--- src/rtl/hit_pkg.sv ---
// Shared types and constants for the hit detector.
// Optional build macro used by this slice: HIT_SYNC_EN (button synchronizer).
package hit_pkg;

  // Width of the LED / button vectors (one bit per LED).
  localparam int LED_W = 8;

  // Round-tracking states; the encoding is visible on the debug state port.
  typedef enum logic [1:0] {
    IDLE   = 2'd0,
    ARMED  = 2'd1,
    LOCKED = 2'd2
  } state_t;

endpackage

--- src/rtl/hit_detector_if.sv ---
// Bus bundle for the hit detector: round/target/button inputs and the
// score outputs. The master side drives the round stimulus, the slave
// side (the detector) returns pulses, counters and debug state.
interface hit_detector_if
  import hit_pkg::*;
#(
  parameter int SCORE_W = 8
);

  logic               freq;
  logic [LED_W-1:0]   LED_num;
  logic [LED_W-1:0]   btn;
  logic               hit;
  logic               miss;
  logic [SCORE_W-1:0] hits;
  logic [SCORE_W-1:0] misses;
  logic [1:0]         state;

  modport master (
    output freq, LED_num, btn,
    input  hit, miss, hits, misses, state
  );

  modport slave (
    input  freq, LED_num, btn,
    output hit, miss, hits, misses, state
  );

endinterface

--- src/rtl/hit_detector_btn_edge.sv ---
// Button conditioning: optional 2-flop synchronizer followed by a
// per-bit rising-edge detector. Define HIT_SYNC_EN to insert the
// synchronizer (adds two cycles before the edge is seen).
module btn_edge
  import hit_pkg::*;
#(
  parameter int W = LED_W
) (
  input  logic         clk,
  input  logic         rst,
  input  logic [W-1:0] btn_i,
  output logic [W-1:0] btn_e_o
);

  logic [W-1:0] btn_s;

`ifdef HIT_SYNC_EN
  logic [W-1:0] sync1_d, sync1_q;
  logic [W-1:0] sync2_d, sync2_q;

  // Two-stage shift of the raw button levels.
  always_comb begin
    sync1_d = btn_i;
    sync2_d = sync1_q;
  end

  // Synchronizer flops, cleared by reset so no stale level survives.
  always_ff @(posedge clk) begin
    if (rst) begin
      sync1_q <= '0;
      sync2_q <= '0;
    end else begin
      sync1_q <= sync1_d;
      sync2_q <= sync2_d;
    end
  end

  assign btn_s = sync2_q;
`else
  assign btn_s = btn_i;
`endif

  logic [W-1:0] prev_d, prev_q;

  // Remember the previous conditioned level for edge detection.
  always_comb begin
    prev_d = btn_s;
  end

  // Previous-level flop; reset to zero so a button already held after
  // reset reads as a fresh edge (harmless, the FSM is idle then).
  always_ff @(posedge clk) begin
    if (rst) begin
      prev_q <= '0;
    end else begin
      prev_q <= prev_d;
    end
  end

  // A press is a 0->1 transition on any bit.
  assign btn_e_o = btn_s & ~prev_q;

endmodule

--- src/rtl/hit_detector.sv ---
// Hit detector: judges each player press against the target LED of the
// current round and keeps saturating hit/miss scores.
// Build option: define HIT_SYNC_EN to synchronize the buttons (3-cycle
// press-to-pulse latency instead of 1).
module hit_detector
  import hit_pkg::*;
#(
  parameter int SCORE_W = 8
) (
  input  logic           clk,
  input  logic           rst,
  hit_detector_if.slave  bus
);

  // Saturating increment: sticks at the all-ones value instead of wrapping.
  function automatic logic [SCORE_W-1:0] sat_inc(input logic [SCORE_W-1:0] v);
    return (&v) ? v : v + SCORE_W'(1);
  endfunction

  logic [LED_W-1:0] btn_e;

  btn_edge #(
    .W (LED_W)
  ) u_btn_edge (
    .clk     (clk),
    .rst     (rst),
    .btn_i   (bus.btn),
    .btn_e_o (btn_e)
  );

  state_t             state_d,  state_q;
  logic               hit_d,    hit_q;
  logic               miss_d,   miss_q;
  logic [SCORE_W-1:0] hits_d,   hits_q;
  logic [SCORE_W-1:0] misses_d, misses_q;
  logic               blank_d,  blank_q;
  logic               press;

  // A press only counts outside the blanking cycle that follows a freq,
  // and never in a freq cycle (the round boundary takes priority).
  assign press = (btn_e != '0) && !blank_q && !bus.freq;

  // Next-state, pulse and score computation.
  always_comb begin
    state_d  = state_q;
    hit_d    = 1'b0;
    miss_d   = 1'b0;
    hits_d   = hits_q;
    misses_d = misses_q;
    blank_d  = bus.freq;
    unique case (state_q)
      IDLE: begin
        if (bus.freq) begin
          state_d = ARMED;
        end
      end
      ARMED: begin
        if (bus.freq) begin
          // Round ended without a press: timeout miss, stay armed.
          miss_d   = 1'b1;
          misses_d = sat_inc(misses_q);
        end else if (press) begin
          if (btn_e == bus.LED_num) begin
            hit_d  = 1'b1;
            hits_d = sat_inc(hits_q);
          end else begin
            miss_d   = 1'b1;
            misses_d = sat_inc(misses_q);
          end
          state_d = LOCKED;
        end
      end
      LOCKED: begin
        if (bus.freq) begin
          state_d = ARMED;
        end
      end
      default: begin
        state_d = IDLE;
      end
    endcase
  end

  // FSM and registered outputs; reset wins over any same-cycle event.
  always_ff @(posedge clk) begin
    if (rst) begin
      state_q  <= IDLE;
      hit_q    <= 1'b0;
      miss_q   <= 1'b0;
      hits_q   <= '0;
      misses_q <= '0;
      blank_q  <= 1'b0;
    end else begin
      state_q  <= state_d;
      hit_q    <= hit_d;
      miss_q   <= miss_d;
      hits_q   <= hits_d;
      misses_q <= misses_d;
      blank_q  <= blank_d;
    end
  end

  assign bus.hit    = hit_q;
  assign bus.miss   = miss_q;
  assign bus.hits   = hits_q;
  assign bus.misses = misses_q;
  assign bus.state  = state_q;

endmodule
--- src/flat_wrapper.sv ---
// flat-port wrapper written by rule: the top's interface ports become plain ports
module hit_detector_flat import hit_pkg::*;
#(
  parameter int SCORE_W = 8
)
  (clk, rst, bus_freq, bus_LED_num, bus_btn, bus_hit, bus_miss, bus_hits, bus_misses, bus_state);
  hit_detector_if #(.SCORE_W(SCORE_W)) bus_i ();
  input  logic clk;
  input  logic rst;
  input wire logic [$bits(bus_i.freq)-1:0] bus_freq;
  input wire logic [$bits(bus_i.LED_num)-1:0] bus_LED_num;
  input wire logic [$bits(bus_i.btn)-1:0] bus_btn;
  output wire logic [$bits(bus_i.hit)-1:0] bus_hit;
  output wire logic [$bits(bus_i.miss)-1:0] bus_miss;
  output wire logic [$bits(bus_i.hits)-1:0] bus_hits;
  output wire logic [$bits(bus_i.misses)-1:0] bus_misses;
  output wire logic [$bits(bus_i.state)-1:0] bus_state;
  assign bus_i.freq = bus_freq;
  assign bus_i.LED_num = bus_LED_num;
  assign bus_i.btn = bus_btn;
  assign bus_hit = bus_i.hit;
  assign bus_miss = bus_i.miss;
  assign bus_hits = bus_i.hits;
  assign bus_misses = bus_i.misses;
  assign bus_state = bus_i.state;
  hit_detector #(.SCORE_W(SCORE_W)) u_core (.clk(clk), .rst(rst), .bus(bus_i));
endmodule
--- config.mk ---
export PLATFORM = sky130hd
export DESIGN_NAME = hit_detector_flat
export DESIGN_NICKNAME = d
export VERILOG_FILES = /design/src/rtl/hit_pkg.sv /design/src/rtl/hit_detector_if.sv /design/src/rtl/hit_detector_btn_edge.sv /design/src/rtl/hit_detector.sv /design/src/flat_wrapper.sv
export SDC_FILE = /design/constraint.sdc
export NUM_CORES = 1
export LEC_CHECK = 0
export ABC_CLOCK_PERIOD_IN_PS = 2550
export CORE_MARGIN = 3
export CORE_UTILIZATION = 47
export CTS_CLUSTER_SIZE = 12
export DETAILED_ROUTE_END_ITERATION = 10
export PLACE_DENSITY = 0.78
export SETUP_SLACK_MARGIN = 0.5
export SKIP_LAST_GASP = 1
export SYNTH_ARGS = -nofsm -noshare
export SYNTH_HDL_FRONTEND = slang
export SYNTH_SLANG_ARGS = --single-unit
export TNS_END_PERCENT = 30
--- constraint.sdc ---
create_clock -name clk -period 2.55 [get_ports clk]
set_clock_uncertainty 0.1 [all_clocks]
set_input_delay 0.51 -clock clk [delete_from_list [all_inputs] [get_ports clk]]
set_output_delay 0.51 -clock clk [all_outputs]
set_load 0.05 [all_outputs]
==> flow_summary.rst <==
.. list-table::
   :header-rows: 1

   * - Metric
     - Value
   * - Max capacitance violation total
     - 0
   * - Vertical die dimension
     - roughly 60 um
   * - Hold_buf cts
     - 0
   * - Clock tree from TritonCTS
     - built
   * - EDFF count, synth
     - 0
   * - Number of nets in the layout
     - ~240
   * - Flip-flop and latch count after synthesis
     - 29
   * - Reg2reg setup slack
     - 0.36 ns
   * - Library cell contributing the largest single delay on the critical path
     - sky130_fd_sc_hd__or4_4
   * - Worst hold-check path type
     - input port to flip-flop
   * - Die Footprint
     - around 3700 um2
   * - Highest fanout seen on the critical path
     - 3
   * - Pins Over Slew Limit
     - 0
   * - Cell area after synthesis
     - between 1000 and 1500 um2
   * - Share of synthesized area occupied by flip-flops and latches
     - 40.5%
   * - F_max
     - approximately 460 MHz
   * - Vias per Instance
     - approximately 5.5
   * - Remaining antenna violation count
     - 0
   * - Data required time at the worst endpoint
     - about 2.7 ns
   * - Status
     - finished, final reports clean
   * - Number of cell rows
     - 19
   * - Finish-stage setup viols
     - 0
   * - Overall die width
     - a little over 60 um
   * - Initial standard-cell utilization of the core
     - 50.7%
   * - Syn avg cell area
     - approximately 9.1 um2
   * - Number of placed I/O pins
     - 39
   * - Maximum cell stage delay along the critical path
     - roughly 0.56 ns
   * - Fraction of final layout cells with drive strength greater than 1
     - between 30% and 40%
   * - Share of the clock period used by the worst path
     - about 86%
   * - Placer congestion estimate
     - about 0.86
   * - Depth of the most critical reg-to-reg path
     - 6
   * - Synth-to-Final Area Change
     - 58.1%
   * - Maximum buffer depth of the clock tree
     - 2
   * - Area of the core
     - 2830 um2
   * - Maximum resistive drop on vdd
     - about 390 uV
   * - First-pass GRT wire length
     - 6470 um
   * - Area of the multi-input gates
     - approximately 1000 um2
   * - Routed wire length
     - between 3000 and 4000 um
   * - Global router's overall resource usage
     - 24.2%
   * - Tightest slew margin relative to the limit
     - a little over 60%
   * - Kind of end point of the critical path
     - flip-flop
   * - Number of distinct library cell variants in the gate-level netlist after synthesis
     - 35
   * - Initial antenna violation count
     - 0
   * - Count of routing violations after the opening detailed-route iteration
     - 74
   * - Number of optimization iterations in the first detailed-route pass
     - 4
   * - FF+latch area
     - about 600 um2
   * - Inserted Clock Buffers
     - 5
   * - Worst R2R Start
     - u_core.u_btn_edge.prev_q[3]
   * - Area contributors post-synth
     - sky130_fd_sc_hd__dfxtp_1 40%, sky130_fd_sc_hd__nor2b_1 9.6%, sky130_fd_sc_hd__mux2_2 7.1%
   * - Setup repair after global routing missed its margin
     - yes
   * - Number of nets produced by synthesis
     - ~180
   * - Half-perimeter wire length after detailed placement
     - 2570 um
   * - Main synth FF type
     - sky130_fd_sc_hd__dfxtp_1
   * - Clock latency on the worst-skew pair
     - approximately 0.34 ns
   * - Clock slew at reported path FFs
     - 0.09 ns
   * - Worst setup SP type
     - input port
   * - # port buffers
     - 38
   * - Endpoint of the most critical setup path
     - u_core.bus.hits[4]
   * - Number of global-route vias before repair
     - ~1400
   * - Buffer cell driving the clock tree root
     - sky130_fd_sc_hd__clkbuf_4
   * - Count of endpoints failing hold in the final timing report
     - 0
   * - Per-cell routed wire length
     - between 15 and 20 um
   * - Reg-to-reg critical path endpoint
     - u_core.bus.hits[4]
   * - Worst hold slack across all endpoints
     - 0.294 ns
   * - CP Data Arrival Time
     - between 2 and 2.5 ns
   * - Antenna diode count
     - 0
   * - Sinks on the clock net
     - 29
   * - Leakage
     - slightly above 0.001 uW
   * - Worst setup path startpoint
     - bus_btn[5]
   * - Most frequent cells after synthesis
     - 29 x sky130_fd_sc_hd__dfxtp_1, 22 x sky130_fd_sc_hd__nor2b_1, 15 x sky130_fd_sc_hd__nor2_1
   * - Crit Path Category
     - input port to flip-flop
   * - Total number of vias
     - 1383
   * - Portion of synthesized cell area occupied by the leading cell type
     - between 40% and 50%
   * - H-tree level count
     - 2
   * - Worst-Margin Slew
     - roughly 0.57 ns
   * - Remaining design rule violation count
     - 0
   * - Gate count after technology mapping
     - 158
   * - Cell accounting for the most synthesized area
     - sky130_fd_sc_hd__dfxtp_1
   * - Most used standard cell by instance count after synthesis
     - sky130_fd_sc_hd__dfxtp_1
   * - Clock period minus final worst setup slack
     - 2.19 ns
   * - Cells traversed along the worst timing path
     - dlygate4sd2_1, and2b_2, nor4_4, a2111o_1, or4_4, or3_1, a21oi_1
   * - Sum of negative setup slack
     - 0 ns
   * - Number of synthesis warnings
     - 0
   * - Pwr Density
     - around 430 nW/um2
   * - Power after layout
     - approximately 970 uW
   * - Ys async rst share
     - 0%
   * - Pin count of the biggest net entering global routing
     - 42
   * - Final cell utilization of the core
     - ~80%
   * - Number of fillers in the final layout
     - approximately 170
   * - Remaining global-route overflow
     - 0
-- where the power goes --
| group | switching, uW | internal, uW | total (uW) |
|---|---|---|---|
| Combinational | 83.3 | 86.1 | 169 |
| Clock | 166 | 160 | 325 |
| Sequential | 9.24 | 465 | 475 |
| Total | 258 | 711 | 969 |
-- registers in the layout, indices dropped and copies added (netlist names) --
name and count:
u_core.bus.hit 1, u_core.bus.hits 8, u_core.bus.state 2, u_core.blank_q 1
u_core.bus.misses 8, u_core.u_btn_edge.prev_q 8, u_core.bus.miss 1
-- layout make-up --
cell class,instances,area share [%]
inverter,1,0.166
clock inverter,1,0.221
tap,31,1.71
sequential,29,25.8
timing repair buffer,60,24.6
clock buffer,7,2.87
multi-input combinational,123,44.6
-- critical path: cells and delay by family --
kind                   cells  cell delay [ns]
AO/OA/AOI/OAI              2             0.52
buffers and inverters      1             0.21
AND/OR/NAND/NOR            4             1.12
-- routing by layer --
layer	vias to the layer above	GRT usage [%]	routed length, um
li1	683	-	-
met1	652	25.6	1510
met2	35	42.7	2110
met3	13	8.18	194
met4	0	11.8	114
met5	-	0	0
-- logic make-up after synthesis --
kind of cell	after synthesis	synth area share (%)
AO/OA/AOI/OAI	15	6.63
XOR/XNOR	8	4.89
adder cells (fa/ha/maj)	2	1.74
buffers and inverters	6	1.57
flip-flops	29	40.5
multiplexers	10	7.77
AND/OR/NAND/NOR	88	36.9
-- through the flow --
stage | cells | setup slack (ns) | instance area, um2
after floorplan | 158 | 0.299 | 1450
after global placement | 234 | -0.144 | 1940
after detailed placement | 234 | -0.214 | 1940
after CTS | 252 | 0.320 | 2240
after global routing | 252 | 0.282 | 2270
final | 252 | 0.360 | 2270
-- cell usage in the layout, fill, tap and decap left out, types with 3 or more instances in the layout --
master / instances
sky130_fd_sc_hd__nor4_4: 6
sky130_fd_sc_hd__clkbuf_4: 5
sky130_fd_sc_hd__xnor2_1: 6
sky130_fd_sc_hd__nand2_1: 4
sky130_fd_sc_hd__nor3_1: 3
sky130_fd_sc_hd__o21ai_1: 3
sky130_fd_sc_hd__nor2b_4: 4
sky130_fd_sc_hd__buf_4: 17
sky130_fd_sc_hd__nor2_1: 15
sky130_fd_sc_hd__mux2_2: 6
sky130_fd_sc_hd__dfxtp_1: 26
sky130_fd_sc_hd__dlygate4sd2_1: 3
sky130_fd_sc_hd__mux2_4: 3
sky130_fd_sc_hd__a21oi_1: 5
sky130_fd_sc_hd__nand3_2: 3
sky130_fd_sc_hd__and3_1: 4
sky130_fd_sc_hd__dfxtp_2: 3
sky130_fd_sc_hd__nor2b_1: 18
sky130_fd_sc_hd__and2b_2: 4
sky130_fd_sc_hd__nand2b_1: 5
sky130_fd_sc_hd__buf_6: 4
sky130_fd_sc_hd__buf_2: 5
sky130_fd_sc_hd__clkdlybuf4s50_1: 19
sky130_fd_sc_hd__nand3_1: 9
sky130_fd_sc_hd__dlymetal6s2s_1: 9
-- repair_timing --
item / CTS / global route
gates resized for setup: 63 / 9
setup endpoints to repair: 37 / 34
setup buffers: 9 / 0
pin swaps: 16 / 1
gates cloned: 1 / 0
-- how the worst min path moves through the flow --
stage,startpoint,end,cells after the start
6_report,bus_btn[2],u_core.u_btn_edge.prev_q[2],2
3_5_place_dp,u_core.bus.misses[7],u_core.bus.misses[7],2
3_3_place_gp,u_core.bus.misses[7],u_core.bus.misses[7],2
5_1_grt,bus_btn[2],u_core.u_btn_edge.prev_q[2],2
2_1_floorplan,u_core.blank_q,u_core.bus.state[0],3
4_1_cts,bus_btn[2],u_core.u_btn_edge.prev_q[2],2
(Power assumes the default switching activity.)
